### src/rtl/bsg_rocket_pkg.sv
// Shared rocket tunnel types: the demux packet and the NASTI master arbiter FSM state.
package bsg_rocket_pkg;

  typedef struct packed {
    logic [1:0]  chan;
    logic [5:0]  op;
    logic [31:0] addr;
    logic [31:0] data;
  } bsg_tun_dmx_t;

  typedef enum logic [0:0] {
    IDLE  = 1'b0,
    GRANT = 1'b1
  } bsg_nasti_arb_state_e;

endpackage

### src/rtl/bsg_nasti_master_arb_if.sv
// Requester and NASTI-master handshake bundle around bsg_nasti_master_arb.
// slave = arbiter view, master = surrounding requesters/NASTI master view.
interface bsg_nasti_master_arb_if
  import bsg_rocket_pkg::*;
#(
  parameter int NUM_REQ_P = 4
);

  logic         [NUM_REQ_P-1:0] req_valid_i;
  bsg_tun_dmx_t [NUM_REQ_P-1:0] req_data_i;
  logic         [NUM_REQ_P-1:0] req_rd_i;
  logic         [NUM_REQ_P-1:0] req_yumi_o;
  logic                         mst_req_valid_o;
  bsg_tun_dmx_t                 mst_req_data_o;
  logic                         mst_req_yumi_i;
  logic                         mst_resp_valid_i;
  bsg_tun_dmx_t                 mst_resp_data_i;
  logic                         mst_resp_yumi_o;
  logic         [NUM_REQ_P-1:0] resp_valid_o;
  bsg_tun_dmx_t                 resp_data_o;
  logic         [NUM_REQ_P-1:0] resp_yumi_i;
  logic                         orphan_o;

  modport slave (
    input  req_valid_i, req_data_i, req_rd_i,
    output req_yumi_o,
    output mst_req_valid_o, mst_req_data_o,
    input  mst_req_yumi_i,
    input  mst_resp_valid_i, mst_resp_data_i,
    output mst_resp_yumi_o,
    output resp_valid_o, resp_data_o,
    input  resp_yumi_i,
    output orphan_o
  );

  modport master (
    output req_valid_i, req_data_i, req_rd_i,
    input  req_yumi_o,
    input  mst_req_valid_o, mst_req_data_o,
    output mst_req_yumi_i,
    output mst_resp_valid_i, mst_resp_data_i,
    input  mst_resp_yumi_o,
    input  resp_valid_o, resp_data_o,
    output resp_yumi_i,
    input  orphan_o
  );

endinterface

### src/rtl/bsg_nasti_master_arb_tags.sv
// In-order FIFO of requester indices, one entry per in-flight read.
module bsg_nasti_master_arb_tags #(
  parameter int NUM_REQ_P    = 4,
  parameter int MAX_OUTSTD_P = 8,
  localparam int IDX_W = $clog2(NUM_REQ_P),
  localparam int PTR_W = $clog2(MAX_OUTSTD_P),
  localparam int CNT_W = MAX_OUTSTD_P + 1
) (
  input  logic             clk_i,
  input  logic             reset_i,
  input  logic             push,
  input  logic [IDX_W-1:0] push_idx,
  input  logic             pop,
  output logic [IDX_W-1:0] head,
  output logic             full,
  output logic             empty
);

  logic [IDX_W-1:0] mem_r [MAX_OUTSTD_P];
  logic [PTR_W-1:0] wr_ptr_r;
  logic [PTR_W-1:0] rd_ptr_r;
  logic [CNT_W-1:0] count_r;

  assign head  = mem_r[rd_ptr_r];
  assign full  = (count_r == CNT_W'(MAX_OUTSTD_P));
  assign empty = (count_r == CNT_W'(0));

  // Tag storage; contents are meaningless while empty, so no reset.
  always_ff @(posedge clk_i) begin
    if (push) begin
      mem_r[wr_ptr_r] <= push_idx;
    end
  end

  // Pointers and occupancy; pointers wrap naturally since depth is a power of 2.
  always_ff @(posedge clk_i) begin
    if (reset_i) begin
      wr_ptr_r <= PTR_W'(0);
      rd_ptr_r <= PTR_W'(0);
      count_r  <= CNT_W'(0);
    end else begin
      if (push) begin
        wr_ptr_r <= wr_ptr_r + PTR_W'(1);
      end
      if (pop) begin
        rd_ptr_r <= rd_ptr_r + PTR_W'(1);
      end
      case ({push, pop})
        2'b10:   count_r <= count_r + CNT_W'(1);
        2'b01:   count_r <= count_r - CNT_W'(1);
        default: count_r <= count_r;
      endcase
    end
  end

endmodule

### src/rtl/bsg_nasti_master_arb.sv
// Round-robin arbiter sharing the NASTI master tunnel port; read responses return in order.
// Option macro: BSG_NASTI_MASTER_ARB_ORPHAN_DROP_EN (consume responses that have no tag).
module bsg_nasti_master_arb
  import bsg_rocket_pkg::*;
#(
  parameter int NUM_REQ_P    = 4,
  parameter int MAX_OUTSTD_P = 8
) (
  input logic                  clk_i,
  input logic                  reset_i,
  bsg_nasti_master_arb_if.slave bus
);

  localparam int IDX_W = $clog2(NUM_REQ_P);

  bsg_nasti_arb_state_e   state_r;
  logic [IDX_W-1:0]       sel_r;
  logic [IDX_W-1:0]       rr_r;
  logic                   live_r;
  logic                   orphan_r;
  logic                   en_s;
  logic                   grant_s;
  logic [NUM_REQ_P-1:0]   elig_s;
  logic [IDX_W-1:0]       winner_s;
  logic [IDX_W-1:0]       cand_s;
  logic                   any_s;
  logic                   tag_full_s;
  logic                   tag_empty_s;
  logic [IDX_W-1:0]       tag_head_s;
  logic                   push_s;
  logic                   pop_s;
  logic                   orphan_s;
  logic [NUM_REQ_P-1:0]   resp_valid_s;

  // live_r keeps every handshake output low for the cycle following reset
  assign en_s    = live_r & ~reset_i;
  assign grant_s = (state_r == GRANT) & en_s;
  assign elig_s  = bus.req_valid_i & ~(bus.req_rd_i & {NUM_REQ_P{tag_full_s}});

  // Round-robin pick: scan from farthest to nearest so the nearest eligible wins.
  always_comb begin
    winner_s = rr_r;
    any_s    = 1'b0;
    cand_s   = rr_r;
    for (int k = NUM_REQ_P - 1; k >= 0; k--) begin
      cand_s   = IDX_W'((int'(rr_r) + k) % NUM_REQ_P);
      any_s    = any_s | elig_s[cand_s];
      winner_s = elig_s[cand_s] ? cand_s : winner_s;
    end
  end

  // Arbitration FSM plus the sticky orphan flag.
  always_ff @(posedge clk_i) begin
    if (reset_i) begin
      state_r  <= IDLE;
      sel_r    <= IDX_W'(0);
      rr_r     <= IDX_W'(0);
      live_r   <= 1'b0;
      orphan_r <= 1'b0;
    end else begin
      live_r <= 1'b1;
      if (orphan_s) begin
        orphan_r <= 1'b1;
      end
      case (state_r)
        IDLE: begin
          if (any_s) begin
            sel_r   <= winner_s;
            state_r <= GRANT;
          end
        end
        GRANT: begin
          if (grant_s & bus.mst_req_yumi_i) begin
            rr_r    <= (sel_r == IDX_W'(NUM_REQ_P - 1)) ? IDX_W'(0) : sel_r + IDX_W'(1);
            state_r <= IDLE;
          end
        end
        default: state_r <= IDLE;
      endcase
    end
  end

  assign bus.mst_req_valid_o = grant_s;
  assign bus.mst_req_data_o  = bus.req_data_i[sel_r];
  assign bus.req_yumi_o      = (grant_s & bus.mst_req_yumi_i) ? (NUM_REQ_P'(1) << sel_r) : '0;
  assign push_s              = grant_s & bus.mst_req_yumi_i & bus.req_rd_i[sel_r];

  // A tag pushed this cycle is not visible until the next, so no bypass path exists.
  assign resp_valid_s = (en_s & ~tag_empty_s & bus.mst_resp_valid_i)
                        ? (NUM_REQ_P'(1) << tag_head_s) : '0;
  assign pop_s        = |(resp_valid_s & bus.resp_yumi_i);
  assign orphan_s     = en_s & tag_empty_s & bus.mst_resp_valid_i;

  assign bus.resp_valid_o = resp_valid_s;
  assign bus.resp_data_o  = bus.mst_resp_data_i;
  assign bus.orphan_o     = orphan_r;

`ifdef BSG_NASTI_MASTER_ARB_ORPHAN_DROP_EN
  assign bus.mst_resp_yumi_o = pop_s | orphan_s;
`else
  assign bus.mst_resp_yumi_o = pop_s;
`endif

  bsg_nasti_master_arb_tags #(
    .NUM_REQ_P    (NUM_REQ_P),
    .MAX_OUTSTD_P (MAX_OUTSTD_P)
  ) tags (
    .clk_i    (clk_i),
    .reset_i  (reset_i),
    .push     (push_s),
    .push_idx (sel_r),
    .pop      (pop_s),
    .head     (tag_head_s),
    .full     (tag_full_s),
    .empty    (tag_empty_s)
  );

endmodule
### src/flat_wrapper.sv
// flat-port wrapper written by rule: the top's interface ports become plain ports
module bsg_nasti_master_arb_flat import bsg_rocket_pkg::*;
#(
  parameter int NUM_REQ_P    = 4,
  parameter int MAX_OUTSTD_P = 8
)
  (clk_i, reset_i, bus_req_valid_i, bus_req_data_i, bus_req_rd_i, bus_req_yumi_o, bus_mst_req_valid_o, bus_mst_req_data_o, bus_mst_req_yumi_i, bus_mst_resp_valid_i, bus_mst_resp_data_i, bus_mst_resp_yumi_o, bus_resp_valid_o, bus_resp_data_o, bus_resp_yumi_i, bus_orphan_o);
  bsg_nasti_master_arb_if #(.NUM_REQ_P(NUM_REQ_P)) bus_i ();
  input logic clk_i;
  input logic reset_i;
  input wire logic [$bits(bus_i.req_valid_i)-1:0] bus_req_valid_i;
  input wire logic [$bits(bus_i.req_data_i)-1:0] bus_req_data_i;
  input wire logic [$bits(bus_i.req_rd_i)-1:0] bus_req_rd_i;
  output wire logic [$bits(bus_i.req_yumi_o)-1:0] bus_req_yumi_o;
  output wire logic [$bits(bus_i.mst_req_valid_o)-1:0] bus_mst_req_valid_o;
  output wire logic [$bits(bus_i.mst_req_data_o)-1:0] bus_mst_req_data_o;
  input wire logic [$bits(bus_i.mst_req_yumi_i)-1:0] bus_mst_req_yumi_i;
  input wire logic [$bits(bus_i.mst_resp_valid_i)-1:0] bus_mst_resp_valid_i;
  input wire logic [$bits(bus_i.mst_resp_data_i)-1:0] bus_mst_resp_data_i;
  output wire logic [$bits(bus_i.mst_resp_yumi_o)-1:0] bus_mst_resp_yumi_o;
  output wire logic [$bits(bus_i.resp_valid_o)-1:0] bus_resp_valid_o;
  output wire logic [$bits(bus_i.resp_data_o)-1:0] bus_resp_data_o;
  input wire logic [$bits(bus_i.resp_yumi_i)-1:0] bus_resp_yumi_i;
  output wire logic [$bits(bus_i.orphan_o)-1:0] bus_orphan_o;
  assign bus_i.req_valid_i = bus_req_valid_i;
  assign bus_i.req_data_i = bus_req_data_i;
  assign bus_i.req_rd_i = bus_req_rd_i;
  assign bus_req_yumi_o = bus_i.req_yumi_o;
  assign bus_mst_req_valid_o = bus_i.mst_req_valid_o;
  assign bus_mst_req_data_o = bus_i.mst_req_data_o;
  assign bus_i.mst_req_yumi_i = bus_mst_req_yumi_i;
  assign bus_i.mst_resp_valid_i = bus_mst_resp_valid_i;
  assign bus_i.mst_resp_data_i = bus_mst_resp_data_i;
  assign bus_mst_resp_yumi_o = bus_i.mst_resp_yumi_o;
  assign bus_resp_valid_o = bus_i.resp_valid_o;
  assign bus_resp_data_o = bus_i.resp_data_o;
  assign bus_i.resp_yumi_i = bus_resp_yumi_i;
  assign bus_orphan_o = bus_i.orphan_o;
  bsg_nasti_master_arb #(.NUM_REQ_P(NUM_REQ_P), .MAX_OUTSTD_P(MAX_OUTSTD_P)) u_core (.clk_i(clk_i), .reset_i(reset_i), .bus(bus_i));
endmodule
### config.mk
export PLATFORM = sky130hd
export DESIGN_NAME = bsg_nasti_master_arb_flat
export DESIGN_NICKNAME = d
export VERILOG_FILES = /design/src/rtl/bsg_rocket_pkg.sv /design/src/rtl/bsg_nasti_master_arb_if.sv /design/src/rtl/bsg_nasti_master_arb_tags.sv /design/src/rtl/bsg_nasti_master_arb.sv /design/src/flat_wrapper.sv
export SDC_FILE = /design/constraint.sdc
export NUM_CORES = 1
export LEC_CHECK = 0
export ABC_AREA = 1
export ABC_CLOCK_PERIOD_IN_PS = 8300
export CAP_MARGIN = 30
export CORE_AREA = 2 2 209 211
export DETAILED_ROUTE_END_ITERATION = 12
export DIE_AREA = 0 0 211 213
export PLACE_DENSITY_LB_ADDON = 0.25
export SLEW_MARGIN = 0
export SYNTH_ARGS = -nofsm -noshare
export SYNTH_HDL_FRONTEND = slang
export SYNTH_HIERARCHICAL = 1
export SYNTH_SLANG_ARGS = --single-unit
export TNS_END_PERCENT = 20
### constraint.sdc
create_clock -name clk_i -period 8.3 [get_ports clk_i]
set_clock_uncertainty 0.2 [all_clocks]
set_input_delay 2.49 -clock clk_i [delete_from_list [all_inputs] [get_ports clk_i]]
set_output_delay 2.49 -clock clk_i [all_outputs]
set_load 0.05 [all_outputs]
Word-level counts from Yosys, hierarchy flattened
Memories as Yosys holds them, arrays and structs flattened. A register that Yosys moved wholly into a read port is not among the register bits.
Cells that the tools add are included.

word-level totals
  flip-flop bits (word level) = 22
  input bits = 376
  bits in writable memories = 16
  output and inout port bits = 155
  memories = 1
  word-level logic and storage cells = 79

memory list
  name               words  bits a word  read ports  clocked after Yosys merged registers in  write ports  line                             source
  u_core.tags.mem_r  8      2            1           1                                        1            bsg_nasti_master_arb_tags.sv:19  logic [IDX_W-1:0] mem_r [MAX_OUTSTD_P];

cells by class
  bitwise logic cells = 18
  shifts and indexed selects = 2
  $lt $le $gt $ge = 5
  eq/ne operators = 4
  reductions and logical operators = 5
  add/subtract/negate cells = 8
  muxes and demuxes = 28

operators by type and width
  kind                 count
  $bmux 72 s2          1
  $mux 72              1
  $pmux 9 s2           1
  $lt 2x3->1 const B   5
  $and 4x4->4          3
  $bmux 1 s2           5
  $mux 1               10
  $mux 2               5
  $add 9x1->9 const B  1
  $eq 9x4->1 const B   1
  $logic_not 9->1      1
  $sub 9x1->9 const B  1
  $and 1x1->1          8
  $mux 4               2
  $shl 1x2->4 const A  2
  $add 3x1->3 const B  2
  $mux 3               2
  $add 2x1->2 const B  2
  $add 2x2->2 const B  2
  $eq 2x2->1 const B   2
  $not 4->4            1
  $reduce_and 2->1     2
  $reduce_or 4->1      1
  $not 1->1            3
  4 further kinds      6

Longest topological paths before layout
  depth after elaboration = 11
  gate-level depth with buffers = 26
  depth with buffers taken out = 25

Modules after synthesis
The synthesis kept the hierarchy.

by module, submodules not included
  module                     cells each  sequential area each (um2)  area an instance (um2)  times used
  bsg_nasti_master_arb       595         140.1                       3090.5                  1
  bsg_nasti_master_arb_tags  240         840.8                       1808.0                  1

Least setup slack after synthesis
OpenSTA, ideal clock, no wires.

  path kind = input-to-output
  start = input port reset_i
  end = output port bus_req_yumi_o[0]
  path slack = 761 ps
  required time = 5610 ps
  data arrival time = 4849 ps
  stages on the path = 3
  buffers on the path = 0
  path through = nor3_1 nand2_1 nor2_1

between the ends
  longest elaborated chain between the ends = 5

RTL lines
  what                line                        source
  start: declaration  flat_wrapper.sv:10          input logic reset_i;
  $not 1->1           bsg_nasti_master_arb.sv:36  assign en_s = live_r & ~reset_i;
  $and 1x1->1         bsg_nasti_master_arb.sv:36
  $and 1x1->1         bsg_nasti_master_arb.sv:37  assign grant_s = (state_r == GRANT) & en_s;
  $and 1x1->1         bsg_nasti_master_arb.sv:85  assign bus.req_yumi_o = (grant_s & bus.mst_req_yumi_i) ? (NUM_REQ_P'(1) << sel_r) : '0;
  $mux 4              bsg_nasti_master_arb.sv:85
  end: declaration    flat_wrapper.sv:14          output wire logic [$bits(bus_i.req_yumi_o)-1:0] bus_req_yumi_o;

Every way passes these cells.

Worst setup path after layout
  start = input port reset_i
  end = output port bus_req_yumi_o[3]

Same word-level chain as after synthesis.

==> qor.txt <==
Startpoint class of the critical path = input pin
H-tree depth = 2
Proportion of layout cells with a drive suffix above 1 = 3.33%
Number of flops mapped to enable cells by yosys = 16
Top cells by area, synth = o21ai_0, nor2_1, buf_4
I/O Pins = 531
Detailed Route WL = 30.5 mm
Sw Share = 49.1%
Post-synth top area share = 16.2%
P_sw = 0.645 mW
Placed cells = 1650
Reg2Reg Depth = 20
Unrepaired setup endpoints after global routing = no
Finished Layout Cells = 1659
CP required = 5610 ps
Largest net degree at the start of global routing = 86
CTS tree = done
CP Data Arrival Time = 4660 ps
Row count = 76
Final hold vios = 0
Mapped Nets = 1221
Global route overflow = 0
Sequential fraction of the synthesis area = 20.0%
Async SR Flop Fraction = 0%
Core footprint = 42700 um^2
Ys Warns = 6
WL/cell = 18.4 um
Placer's final routability congestion estimate = 0.815
DRC = 0
Multi-input logic area = 2950 um^2
Pint = 0.667 mW
CP Capture Type = output pin
Register area = 988 um^2
Peak supply drop = 0.0823 mV
Die ar. = 44900 um^2
IO buf count = 386
Fin crit share = 88.5%
Leakage power = 3.33 nW
Initial DRC count = 393
Die height = 213 um
Vias/cell = 4.05
Total GRT Usage = 12.7%
Resize count post-CTS = 0
Clock Sinks = 41
Most frequent cells in the layout = clkdlybuf4s50_1, nor2_1, o21ai_0
Yosys reg bits = 41
Vias in the first global route = 6753
Max_slew headroom = 39.5%
Tmin final = 7350 ps
Root buffer cell = clkbuf_16
Pwr dens = 147 nW/um^2
Library cells used by synthesis = 32
Hold_buf cts = 0
Clock Pin Slew Worst Setup and Hold Paths = 50 ps
First-pass GRT wire length = 42.8 mm
Top FF cell, synth = dfxtp_1
FILL cells = 4860
Status = finished clean
Reg-to-reg critical path startpoint = u_core/sel_r[0]
Die X = 211 um
Initial antenna violation count = 3
# setup viols final = 0
Dpl hpwl = 24.7 mm
Critical Path End = bus_req_yumi_o[3]
Crit-path max FO = 17
R2R setup slack = 4100 ps
Cell count after synthesis = 835
Mapped Area = 4900 um^2
Kind of critical path = input pin to output pin
Logic pwr share = 67.9%
Synth area leader = o21ai_0
Register share of total power = 18.3%
Post-CTS Setup Bufs = 0
Initial Util = 11.5%
Final net count = 1497
Final Max Slew Viols = 0
Post-Syn Area per Cell = 5.87 um^2
First-pass iteration count of the detailed router = 7
Clk Latency, worst-skew pair = 280 ps
Setup TNS = 0 ps
Routed Antenna Nets = 0
Num CTS Buffers = 5
HP Class = register to register
CTS Buffer Depth = 2
Layout area overhead = 81.8%
Via count = 6720
Max-Cap Viols = 0
Fmax = 0.136 GHz
Commonest non-fill, non-tap cell in the layout = clkdlybuf4s50_1
Reg-to-reg endpoint = u_core/tags/count_r[8]
Clock network fraction of total power = 13.9%
Worst Setup SP = reset_i
Worst-margin pin slew = 907 ps
==> registers in the layout, summed over array words and instances (netlist names), named ones only <==
register and flops:
u_core/rr_r 2, u_core/live_r 1, u_core/tags/mem_r 16, u_core/bus.orphan_o 1, u_core/tags/count_r 9, u_core/state_r 1
u_core/tags/rd_ptr_r 3, u_core/sel_r 2, u_core/tags/wr_ptr_r 3
==> per-layer routing <==
layer / share of wire [%] / up-vias / global-route usage, % / wire length [um]
met5: 0 / - / 0 / 0
met4: 1.5 / 0 / 2.62 / 467
met3: 9.0 / 17 / 4.27 / 2730
met2: 47 / 354 / 21.0 / 14500
met1: 42 / 3062 / 16.1 / 12800
li1: - / 3287 / - / -
==> cell families (layout without fill, tap and decap cells) <==
logic type               Yosys count  after routing  synth area share, %
AO/OA/AOI/OAI                    259            259                 28.8
XOR/XNOR                           5              5                0.894
adder cells (fa/ha/maj)           10             10                 2.55
buffers and inverters            181            458                 19.8
flip-flops                        41             41                 20.0
other                              0              1                    0
AND/OR/NAND/NOR                  339            339                 27.9
==> layout make-up <==
cell class | count | share of cell area (%)
flip-flops and latches | 41 | 11.1
well taps | 546 | 7.67
clock inverters | 2 | 0.112
inverters | 57 | 2.43
clock buffers | 6 | 1.45
repair buffers | 393 | 44.1
diodes | 1 | 0.0281
multi-input cells | 613 | 33.1
==> worst min path at each step <==
stage	startpoint	to	slack, ps	depth (start not counted)
detailed placement	u_core/bus.orphan_o	u_core/bus.orphan_o	250	2
CTS	u_core/bus.orphan_o	u_core/bus.orphan_o	260	2
finish	u_core/bus.orphan_o	u_core/bus.orphan_o	250	2
global route	u_core/bus.orphan_o	u_core/bus.orphan_o	270	2
floorplan	u_core/state_r	u_core/state_r	250	2
global placement	u_core/bus.orphan_o	u_core/bus.orphan_o	240	2
==> metrics by stage <==
step	setup slack [ps]	hold WS [ps]	utilization [%]	area [um^2]	power [mW]
floorplan	761	252	-	4900	0.833
global placement	1020	240	20.5	8760	1.14
detailed placement	936	251	20.5	8760	1.14
CTS	925	259	20.8	8900	1.33
global route	718	273	20.9	8900	1.38
finish	950	249	20.9	8900	1.31
==> critical path: stages <==
cell and delay [ps]:
clkdlybuf4s50_1 420, buf_4 210, nor3_1 260, nand2_1 270, nor2_1 180, clkdlybuf4s50_1 820
==> power by group through the flow <==
stage               Combinational, mW  Sequential [mW]  Clock (mW)
floorplan                       0.601            0.232           0
global placement                0.897            0.245           0
detailed placement              0.892            0.245           0
CTS                             0.897            0.241       0.190
global route                    0.944            0.242       0.198
finish                          0.890            0.239       0.182
==> synthesized netlist by cell type, types with 10 or more instances <==
cell,count
a21oi_1,21
buf_4,72
o21ai_0,159
dfxtp_1,25
nand2_1,98
ha_1,10
nand3_1,27
inv_1,52
edfxtp_1,16
nor2_1,190
buf_2,12
o22ai_1,72
clkbuf_1,38
Power figures use the tool's default switching activity.
